### config.mk
export PLATFORM = sky130hd
export DESIGN_NAME = ngp_core_mc
export DESIGN_NICKNAME = d
export VERILOG_FILES = /design/src/rtl/ngp_pkg.sv /design/src/rtl/ngp_alu.sv /design/src/rtl/ngp_core_mc.sv
export SDC_FILE = /design/constraint.sdc
export NUM_CORES = 2
export LEC_CHECK = 0
export ABC_CLOCK_PERIOD_IN_PS = 22400
export CAP_MARGIN = 40
export CORE_AREA = 2 2 853 855
export CTS_CLUSTER_DIAMETER = 120
export DETAILED_ROUTE_END_ITERATION = 6
export DIE_AREA = 0 0 855 857
export PLACE_DENSITY_LB_ADDON = 0.2
export SYNTH_ARGS = -nofsm -noshare
export SYNTH_HDL_FRONTEND = slang
export SYNTH_SLANG_ARGS = --single-unit
### constraint.sdc
create_clock -name clk -period 22.4 [get_ports clk]
set_clock_uncertainty 0.15 [all_clocks]
set_input_delay 2.24 -clock clk [delete_from_list [all_inputs] [get_ports clk]]
set_output_delay 2.24 -clock clk [all_outputs]
set_load 0.05 [all_outputs]
### src/rtl/ngp_pkg.sv
`default_nettype none
// +------------------------------------------------------------------+
// | ngp_pkg : shared types and instruction field positions for       |
// |           ngp_core_mc.   Revision: 1.0                           |
// +------------------------------------------------------------------+
package ngp_pkg;

  typedef enum logic [1:0] {
    ST_FETCH  = 2'd0,
    ST_EXEC   = 2'd1,
    ST_HALTED = 2'd2
  } ngp_state_t;

  typedef enum logic [2:0] {
    ALU_ADD   = 3'd0,
    ALU_SUB   = 3'd1,
    ALU_AND   = 3'd2,
    ALU_OR    = 3'd3,
    ALU_XOR   = 3'd4,
    ALU_NOTX  = 3'd5,
    ALU_PASSY = 3'd6,
    ALU_INCX  = 3'd7
  } ngp_alu_op_t;

  typedef enum logic [2:0] {
    JC_NEVER  = 3'd0,
    JC_GT     = 3'd1,
    JC_EQ     = 3'd2,
    JC_GE     = 3'd3,
    JC_LT     = 3'd4,
    JC_NE     = 3'd5,
    JC_LE     = 3'd6,
    JC_ALWAYS = 3'd7
  } ngp_jcond_t;

  localparam int IR_LDI    = 15;
  localparam int IR_IMM_HI = 14;
  localparam int IR_OP_HI  = 14;
  localparam int IR_OP_LO  = 12;
  localparam int IR_YSEL   = 11;
  localparam int IR_DST_HI = 10;
  localparam int IR_DST_LO = 9;
  localparam int IR_X_HI   = 8;
  localparam int IR_X_LO   = 7;
  localparam int IR_Y_HI   = 6;
  localparam int IR_Y_LO   = 5;
  localparam int IR_WMEM   = 4;
  localparam int IR_HALT   = 3;
  localparam int IR_JC_HI  = 2;
  localparam int IR_JC_LO  = 0;

  localparam int T_IDX = 3;

endpackage
`default_nettype wire

### src/rtl/ngp_alu.sv
`default_nettype none
// +------------------------------------------------------------------+
// | ngp_alu : combinational ALU and signed jump-condition evaluation. |
// | Revision: 1.0                                                    |
// +------------------------------------------------------------------+
module ngp_alu
  import ngp_pkg::*;
#(
  parameter int DATA_W = 16
) (
  input  ngp_alu_op_t       i_op,
  input  logic [DATA_W-1:0] i_x,
  input  logic [DATA_W-1:0] i_y,
  input  ngp_jcond_t        i_jcond,
  output logic [DATA_W-1:0] o_result,
  output logic              o_jump_taken
);

  logic w_neg;
  logic w_zero;

  always_comb begin
    o_result = '0;
    case (i_op)
      ALU_ADD:   o_result = i_x + i_y;
      ALU_SUB:   o_result = i_x - i_y;
      ALU_AND:   o_result = i_x & i_y;
      ALU_OR:    o_result = i_x | i_y;
      ALU_XOR:   o_result = i_x ^ i_y;
      ALU_NOTX:  o_result = ~i_x;
      ALU_PASSY: o_result = i_y;
      ALU_INCX:  o_result = i_x + DATA_W'(1);
      default:   o_result = '0;
    endcase
  end

  // Conditions treat the result as a signed two's-complement value.
  assign w_neg  = o_result[DATA_W-1];
  assign w_zero = (o_result == '0);

  always_comb begin
    o_jump_taken = 1'b0;
    case (i_jcond)
      JC_NEVER:  o_jump_taken = 1'b0;
      JC_GT:     o_jump_taken = !w_neg && !w_zero;
      JC_EQ:     o_jump_taken = w_zero;
      JC_GE:     o_jump_taken = !w_neg;
      JC_LT:     o_jump_taken = w_neg;
      JC_NE:     o_jump_taken = !w_zero;
      JC_LE:     o_jump_taken = w_neg || w_zero;
      JC_ALWAYS: o_jump_taken = 1'b1;
      default:   o_jump_taken = 1'b0;
    endcase
  end

endmodule
`default_nettype wire

### src/rtl/ngp_core_mc.sv
`default_nettype none
// +------------------------------------------------------------------+
// | ngp_core_mc : multi-cycle nandgame-plus core with handshaked     |
// | fetch and halt/resume. NGP_CORE_DBG_EN adds retire outputs.      |
// | Revision: 1.0                                                    |
// +------------------------------------------------------------------+
module ngp_core_mc
  import ngp_pkg::*;
#(
  parameter int DATA_W     = 16,
  parameter int ADDR_W     = 16,
  parameter int DMEM_DEPTH = 256
) (
  input  logic              clk,
  input  logic              _rst,
  output logic              imem_req,
  output logic [ADDR_W-1:0] imem_addr,
  input  logic              imem_valid,
  input  logic [15:0]       imem_instr,
  input  logic              resume,
  output logic              halted
`ifdef NGP_CORE_DBG_EN
  ,
  output logic              retire_valid,
  output logic [ADDR_W-1:0] retire_pc,
  output logic [DATA_W-1:0] retire_result
`endif
);

  localparam int MEM_AW = $clog2(DMEM_DEPTH);

  ngp_state_t        r_state;
  ngp_state_t        w_state_nxt;
  logic [ADDR_W-1:0] r_pc;
  logic [ADDR_W-1:0] w_pc_nxt;
  logic [15:0]       r_ir;
  logic [DATA_W-1:0] r_regs [4];
  logic [DATA_W-1:0] r_mem  [DMEM_DEPTH];

  logic [DATA_W-1:0] w_t;
  logic [MEM_AW-1:0] w_maddr;
  logic [DATA_W-1:0] w_x;
  logic [DATA_W-1:0] w_y;
  logic [DATA_W-1:0] w_alu_res;
  logic [DATA_W-1:0] w_wdata;
  logic [1:0]        w_dst;
  logic              w_jump;
  logic              w_is_ldi;
  logic              w_exec;
  logic              w_mem_we;

  assign w_t      = r_regs[T_IDX];
  assign w_maddr  = w_t[MEM_AW-1:0];
  assign w_is_ldi = r_ir[IR_LDI];
  assign w_exec   = (r_state == ST_EXEC);
  assign w_x      = r_regs[r_ir[IR_X_HI:IR_X_LO]];
  assign w_y      = r_ir[IR_YSEL] ? r_mem[w_maddr] : r_regs[r_ir[IR_Y_HI:IR_Y_LO]];

  ngp_alu #(.DATA_W(DATA_W)) u_alu (
    .i_op         (ngp_alu_op_t'(r_ir[IR_OP_HI:IR_OP_LO])),
    .i_x          (w_x),
    .i_y          (w_y),
    .i_jcond      (ngp_jcond_t'(r_ir[IR_JC_HI:IR_JC_LO])),
    .o_result     (w_alu_res),
    .o_jump_taken (w_jump)
  );

  assign w_wdata  = w_is_ldi ? DATA_W'(r_ir[IR_IMM_HI:0]) : w_alu_res;
  assign w_dst    = w_is_ldi ? 2'(T_IDX) : r_ir[IR_DST_HI:IR_DST_LO];
  assign w_mem_we = w_exec && !w_is_ldi && r_ir[IR_WMEM];

  // Jump target and memory address both come from T before this instruction's write.
  always_comb begin
    w_state_nxt = r_state;
    w_pc_nxt    = r_pc;
    case (r_state)
      ST_FETCH: begin
        if (imem_valid) w_state_nxt = ST_EXEC;
      end
      ST_EXEC: begin
        w_pc_nxt    = (!w_is_ldi && w_jump) ? ADDR_W'(w_t) : r_pc + ADDR_W'(1);
        w_state_nxt = (!w_is_ldi && r_ir[IR_HALT]) ? ST_HALTED : ST_FETCH;
      end
      ST_HALTED: begin
        if (resume) w_state_nxt = ST_FETCH;
      end
      default: w_state_nxt = ST_FETCH;
    endcase
  end

  always_ff @(posedge clk or negedge _rst) begin
    if (!_rst) begin
      r_state <= ST_FETCH;
      r_pc    <= '0;
      r_ir    <= '0;
      for (int i = 0; i < 4; i++) r_regs[i] <= '0;
    end else begin
      r_state <= w_state_nxt;
      r_pc    <= w_pc_nxt;
      if (r_state == ST_FETCH && imem_valid) r_ir <= imem_instr;
      if (w_exec) r_regs[w_dst] <= w_wdata;
    end
  end

  always_ff @(posedge clk) begin
    if (w_mem_we) r_mem[w_maddr] <= w_wdata;
  end

  assign imem_req  = _rst && (r_state == ST_FETCH);
  assign imem_addr = r_pc;
  assign halted    = (r_state == ST_HALTED);

`ifdef NGP_CORE_DBG_EN
  logic              r_retire_valid;
  logic [ADDR_W-1:0] r_retire_pc;
  logic [DATA_W-1:0] r_retire_result;

  always_ff @(posedge clk or negedge _rst) begin
    if (!_rst) begin
      r_retire_valid  <= 1'b0;
      r_retire_pc     <= '0;
      r_retire_result <= '0;
    end else begin
      r_retire_valid <= w_exec;
      if (w_exec) begin
        r_retire_pc     <= r_pc;
        r_retire_result <= w_wdata;
      end
    end
  end

  assign retire_valid  = r_retire_valid;
  assign retire_pc     = r_retire_pc;
  assign retire_result = r_retire_result;
`endif

endmodule
`default_nettype wire

# Word-level counts from Yosys, hierarchy flattened

Memories as Yosys holds them, arrays and structs flattened.
Index checks and enable logic that the tools add are counted.

Register bits: 98
Bits in writable memories: 4096
Bits of input ports: 20
Memories kept: 1

Memory list:

| name  | depth | width | read ports | clocked after Yosys merged registers in | wr ports | line              | RTL |
|---|---|---|---|---|---|---|---|
| r_mem | 256   | 16    | 1          | 0                                       | 1        | ngp_core_mc.sv:38 | `logic [DATA_W-1:0] r_mem [DMEM_DEPTH];` |

Add/sub/neg operators: 4
Magnitude comparators: 4
Equality and inequality tests: 18
Mux-type cells: 21
Bitwise logic cells: 7
Reductions and logical operators: 17

Operators by type and width:

| cell                  | count |
|---|---|
| $mux 16               | 8 |
| $pmux 16 s8           | 1 |
| $bmux 16 s2           | 2 |
| $bwmux 64             | 1 |
| $add 16x1->16 const B | 2 |
| $demux 16 s2          | 1 |
| $eq 3x3->1 const B    | 8 |
| $add 16x16->16        | 1 |
| $and 16x16->16        | 1 |
| $logic_not 16->1      | 1 |
| $not 16->16           | 1 |
| $or 16x16->16         | 1 |
| $sub 16x16->16        | 1 |
| $xor 16x16->16        | 1 |
| $eq 3x2->1 const B    | 4 |
| $ge 3x3->1 const B    | 3 |
| $not 2->3             | 3 |
| $logic_and 1x1->1     | 8 |
| $mux 2                | 4 |
| $pmux 1 s8            | 1 |
| $eq 3x1->1 const B    | 2 |
| $logic_not 3->1       | 2 |
| $pmux 2 s3            | 1 |
| $ne 2x2->1 const B    | 2 |
| 8 further kinds       | 11 |

# Logic depth before layout (Yosys ltp)

Depth in word-level cells: 13
Mapped depth: 36

# Cells and area by module

A second synthesis with hierarchy kept.

Cells, all modules: 8025
Area, all modules: 164805.6 um2

Modules (own cells, without submodules):

| module      | times used | cells an instance | area an instance (um2) | seq. area each (um2) |
|---|---|---|---|---|
| ngp_core_mc | 1          | 7634              | 162065.4               | 125450.3 |
| ngp_alu     | 1          | 391               | 2740.1                 | 0.0 |

# Least setup slack after synthesis

No wires, ideal clock.

Path kind: register -> register
From: register r_regs (netlist bit w_t[1])
To: memory r_mem[0][13] (data pin)
Arrival time: 15.168 ns
Data required time: 20.032 ns
Slack: 4.865 ns
Cell stages (with the launch flop): 27
Period minus slack after synthesis: 17.535 ns
Path through: dfrtp_1 -> buf_4 -> buf_2 -> buf_2 -> buf_1 -> mux4_2 -> a22oi_1 -> a21oi_1 -> nor4b_1 -> nand2_1 -> o31ai_2 -> ha_1 -> nand3_1 -> nor3_1 -> nor2_1 -> a21oi_1 -> o2bb2ai_1 -> ha_1 -> or3_1 -> o211ai_1 -> a21oi_1 -> nor2_1 -> nand4_1 -> o311a_1 -> a221o_1 -> nor2b_1 -> o21ai_0

Cells in the longest elaborated chain, start to end: 7

Ends and longest elaborated chain:

| item                                                                   | line               | RTL |
|---|---|---|
| from (decl)                                                            | ngp_core_mc.sv:37  | `logic [DATA_W-1:0] r_regs [4];` |
| from (signal, indexed assignment)                                      | ngp_core_mc.sv:101 | `if (w_exec) r_regs[w_dst] <= w_wdata;` |
| parallel branches: the longest is 5 deep, another holds $mem_v2 256x16 | n/a                |  |
| $pmux 16 s8 *                                                          | ngp_alu.sv:24      | `case (i_op)` |
| $mux 16 *                                                              | ngp_core_mc.sv:68  | `assign w_wdata = w_is_ldi ? DATA_W'(r_ir[IR_IMM_HI:0]) : w_alu_res;` |
| named net w_wdata[13]                                                  | ngp_core_mc.sv:45  | `logic [DATA_W-1:0] w_wdata;` |
| to (decl)                                                              | ngp_core_mc.sv:38  |  |

Mark *: on every way through the listed nets, which the timed path passes. The select of a mux whose other input is x is not followed.

# Worst setup path in the final report

From: register r_regs (netlist bit w_t[0])
To: memory r_mem[103][14] (data pin)

Same word-level chain as after synthesis.

==> flow_summary_export.csv <==
group,metric,value,unit
route,drcViolationCount,0,
synth,synth.cell_area,165800,sq um
setup_path,crit_required,22.95,ns
placed_design,port_buffers,37,
route,drt_iter0_markers,12850,
synth,ys_async_sr_fraction,0.02337,
timing,setup_slack,9.459,ns
clock_tree,cts_hold_buf,0,
setup_path,slowest_delay,0.67,ns
synth,yosys.cell_types.count,107,
job,drv_cap,0,
grt,first_global_vias,88680,
route,wl_per_cell,34.35,um
floorplanning,pin_count,38,
setup_path,cp_common_cell,"buf_4",
placed_design,gp_congestion,0.8724,
route,met2_length,292.4,mm
floorplanning,chipWidth,855,um
synth,syn_area_per_cell,20.86,sq um
route,viasPerCell,4.834,
power_and_ir_drop,p_sw_frac,0.4037,
timing,rsz0062_at_grt,"false",
synth,syn-num-nets,8020,
route,ant_nets,0,
synth,ys_seq_area_frac,0.7566,
synth,yosys_warnings,0,
floorplanning,placement_rows,313,
route,routed_wl,640.2,mm
placed_design,dp_worst_setup_slack,9.596,ns
floorplanning,die_y,857,um
timing,max_freq,77.27,MHz
power_and_ir_drop,power_switching,14.08,mW
power_and_ir_drop,power_density,176.2,nW/um^2
grt,grt_pass1_wl,844.8,mm
clock_tree,root_buffer,"clkbuf_16",
timing,worst_pin_slew,1.633,ns
power_and_ir_drop,pwr-share-comb,0.407,
synth,synthCells,7950,
setup_path,crit_path_top_delay_cell,"buf_4",
route,wl_met3,51.95,mm
timing,setup_viol,0,
clock_tree,clk_transition_reported_paths,0.07,ns
power_and_ir_drop,leakagePower,60.81,nW
setup_path,cp-start-kind,"register",
route,drt_pass1_iterations,5,
timing,period_minus_slack,12.94,ns
timing,relSlewSlack,-0.08841,
status,outcome,"complete, but fails checks",
grt,overflow,0,
route,vias,90080,
finish,nets,8684,
floorplanning,die_area,732700,sq um
setup_path,worstSetupPathType,"reg -> reg",
grt,antenna_found_initial,68,
setup_path,crit_fanout,61,
floorplanning,core,724100,sq um
clock_tree,cts.sinks,4194,
finish,synthToLayoutAreaGrowth,19.43,%
route,top_layer,"met5",
status,violations,"slew limit",
grt,grt_max_degree,216,
timing,fin_tns_setup,0,ns
clock_tree,cts-buffers-inserted,459,
setup_path,critPathCaptureType,"register",
setup_path,cp.arrival,13.49,ns
power_and_ir_drop,power.internal,20.80,mW
floorplanning,start_util,0.2290,
clock_tree,clockBufferDepth,4,
clock_tree,cts_resized,0,
power_and_ir_drop,ir_drop,0.3238,mV
grt,track_usage,0.1690,
synth,synth-main-ff-cell,"edfxtp_1",
clock_tree,post_cts_buffers,0,
finish,nFillCells,71520,
worst_hold_path,hp-class,"reg -> reg",
power_and_ir_drop,p_clk_frac,0.214,
power_and_ir_drop,seqPwrFrac,0.379,
synth,synth_edf_count,4096,
clock_tree,h-tree-depth,5,
synth,ys_seq_elements,4194,
timing,hold_viol_final,0,
clock_tree,cts_tree,"yes",
finish,fin_util,0.2734,
finish,drive_gt1_frac,0.3043,
route,met1_length,270.8,mm
clock_tree,clk_latency,1.09,ns
timing,finalCritPeriodShare,0.5777,
placed_design,hpwl,414.0,mm
timing,slew_viol_final,68,
logic make-up after synthesis:
kind of cell    synth area share
compound gates           0.03274
mux                       0.1580
flops                     0.7566
xor+xnor               0.0004755
fa+ha+maj               0.003819
simple gates             0.02930
buf+inv                  0.01907
worst paths after layout:
| check | slack, ns | from | end | cells after the start |
|---|---|---|---|---|
| max | 9.46 | w_t[0] | r_mem[103][14] | 32 |
| min | 0.36 | r_regs[37] | r_regs[37] | 2 |
| max reg2reg | 9.46 | w_t[0] | r_mem[103][14] | 32 |
| min reg2reg | 0.36 | r_regs[37] | r_regs[37] | 2 |
| max in group asynchronous | 19.65 | _rst | w_t[14] | 2 |
| min in group asynchronous | 1.12 | _rst | w_t[10] | 1 |
critical path, delay by kind of cell, from the launching register on:
kind                       cells  cell delay, ns
xor gates and xnor gates       1            0.18
AOI/OAI and AO/OA             11            3.38
adders and majority gates      2            0.58
and+or+nand+nor                8            2.18
buffers and inverters          9            4.52
DFF                            1            0.58
muxes                          1            0.55
Yosys cell counts (9+ instances only):
| cell | instances | share of area |
|---|---|---|
| a211oi_1 | 22 | 0.0010 |
| a21oi_1 | 158 | 0.0048 |
| a221oi_1 | 27 | 0.0014 |
| a22o_1 | 14 | 0.00074 |
| a22oi_1 | 186 | 0.0084 |
| a2bb2oi_1 | 10 | 0.00053 |
| a31oi_1 | 30 | 0.0011 |
| a32o_1 | 10 | 0.00060 |
| and3_1 | 22 | 0.00083 |
| buf_1 | 36 | 0.00082 |
| buf_12 | 9 | 0.0011 |
| buf_2 | 139 | 0.0042 |
| buf_4 | 59 | 0.0027 |
| buf_6 | 66 | 0.0045 |
| clkbuf_1 | 166 | 0.0038 |
| dfrtp_1 | 98 | 0.015 |
| edfxtp_1 | 4096 | 0.74 |
| ha_1 | 49 | 0.0037 |
| inv_1 | 68 | 0.0015 |
| mux2_2 | 77 | 0.0052 |
| mux2i_1 | 228 | 0.014 |
| mux4_1 | 14 | 0.0022 |
| mux4_2 | 1006 | 0.14 |
| nand2_1 | 263 | 0.0060 |
| nand3_1 | 142 | 0.0043 |
| nand4_1 | 52 | 0.0020 |
| nor2_1 | 388 | 0.0088 |
| nor2b_1 | 23 | 0.00087 |
| nor3_1 | 30 | 0.00091 |
| nor4_1 | 21 | 0.00079 |
| o211ai_1 | 13 | 0.00059 |
| o21ai_0 | 90 | 0.0027 |
| o221ai_1 | 14 | 0.00074 |
| o22ai_1 | 77 | 0.0029 |
| o2bb2ai_1 | 10 | 0.00053 |
| o31ai_1 | 9 | 0.00041 |
| or2_2 | 11 | 0.00042 |
power groups by stage:
stage	Sequential (mW)	Combinational, mW	Clock (mW)
floorplan	15.2	6.62	0
global placement	13.4	13.3	0
detailed placement	13.4	14.1	0
CTS	13.2	14.1	7.63
global route	13.2	14.8	7.91
finish	13.2	14.2	7.48
state kept, by name, summed over array words and instances (netlist names):
signal     cells
r_mem       4096
w_t           16
imem_addr     16
r_regs        48
r_state        2
r_ir          16
metal layers:
metal	vias up	track usage
li1	34710	-
met1	50120	0.2356
met2	4365	0.2643
met3	868	0.03295
met4	8	0.05661
met5	-	0
final cells by class:
cell class,count,area (sq um),area share
Inverter,72,305.3,0.001542
Sequential cell,4194,125500,0.6337
Multi-Input combinational cell,3203,38560,0.1948
Clock buffer,546,11880,0.05998
Antenna cell,34,85.08,0.0004297
Timing Repair Buffer,684,6868,0.03468
Clock inverter,295,2814,0.01421
Tap cell,9607,12020,0.06071
metrics by stage:
step                      total power [mW]  area, sq um  hold WS, ns  instances
after floorplan                      21.79       165800       0.3109       7950
after global placement               26.69       180600       0.3250      17600
after detailed placement             27.46       183100       0.3500      17750
after CTS                            34.94       197800       0.3631      18590
after global routing                 35.93       197900       0.3896      18600
final                                34.89       198000       0.3614      18640
placed cells by master, fill, tap and decap left out, types with 64 or more instances in the layout:
| master | n |
|---|---|
| o21ai_0 | 83 |
| o22ai_1 | 77 |
| dfrtp_1 | 89 |
| nand3_1 | 138 |
| mux2_2 | 77 |
| mux4_2 | 1006 |
| clkinv_2 | 86 |
| edfxtp_1 | 4096 |
| nor2_1 | 141 |
| clkinv_1 | 118 |
| buf_4 | 512 |
| clkbuf_16 | 462 |
| a21oi_1 | 152 |
| a22oi_1 | 186 |
| inv_1 | 64 |
| nand2_1 | 255 |
| clkbuf_1 | 84 |
| nor2_2 | 189 |
| mux2i_1 | 224 |
Power figures use the tool's default switching activity.
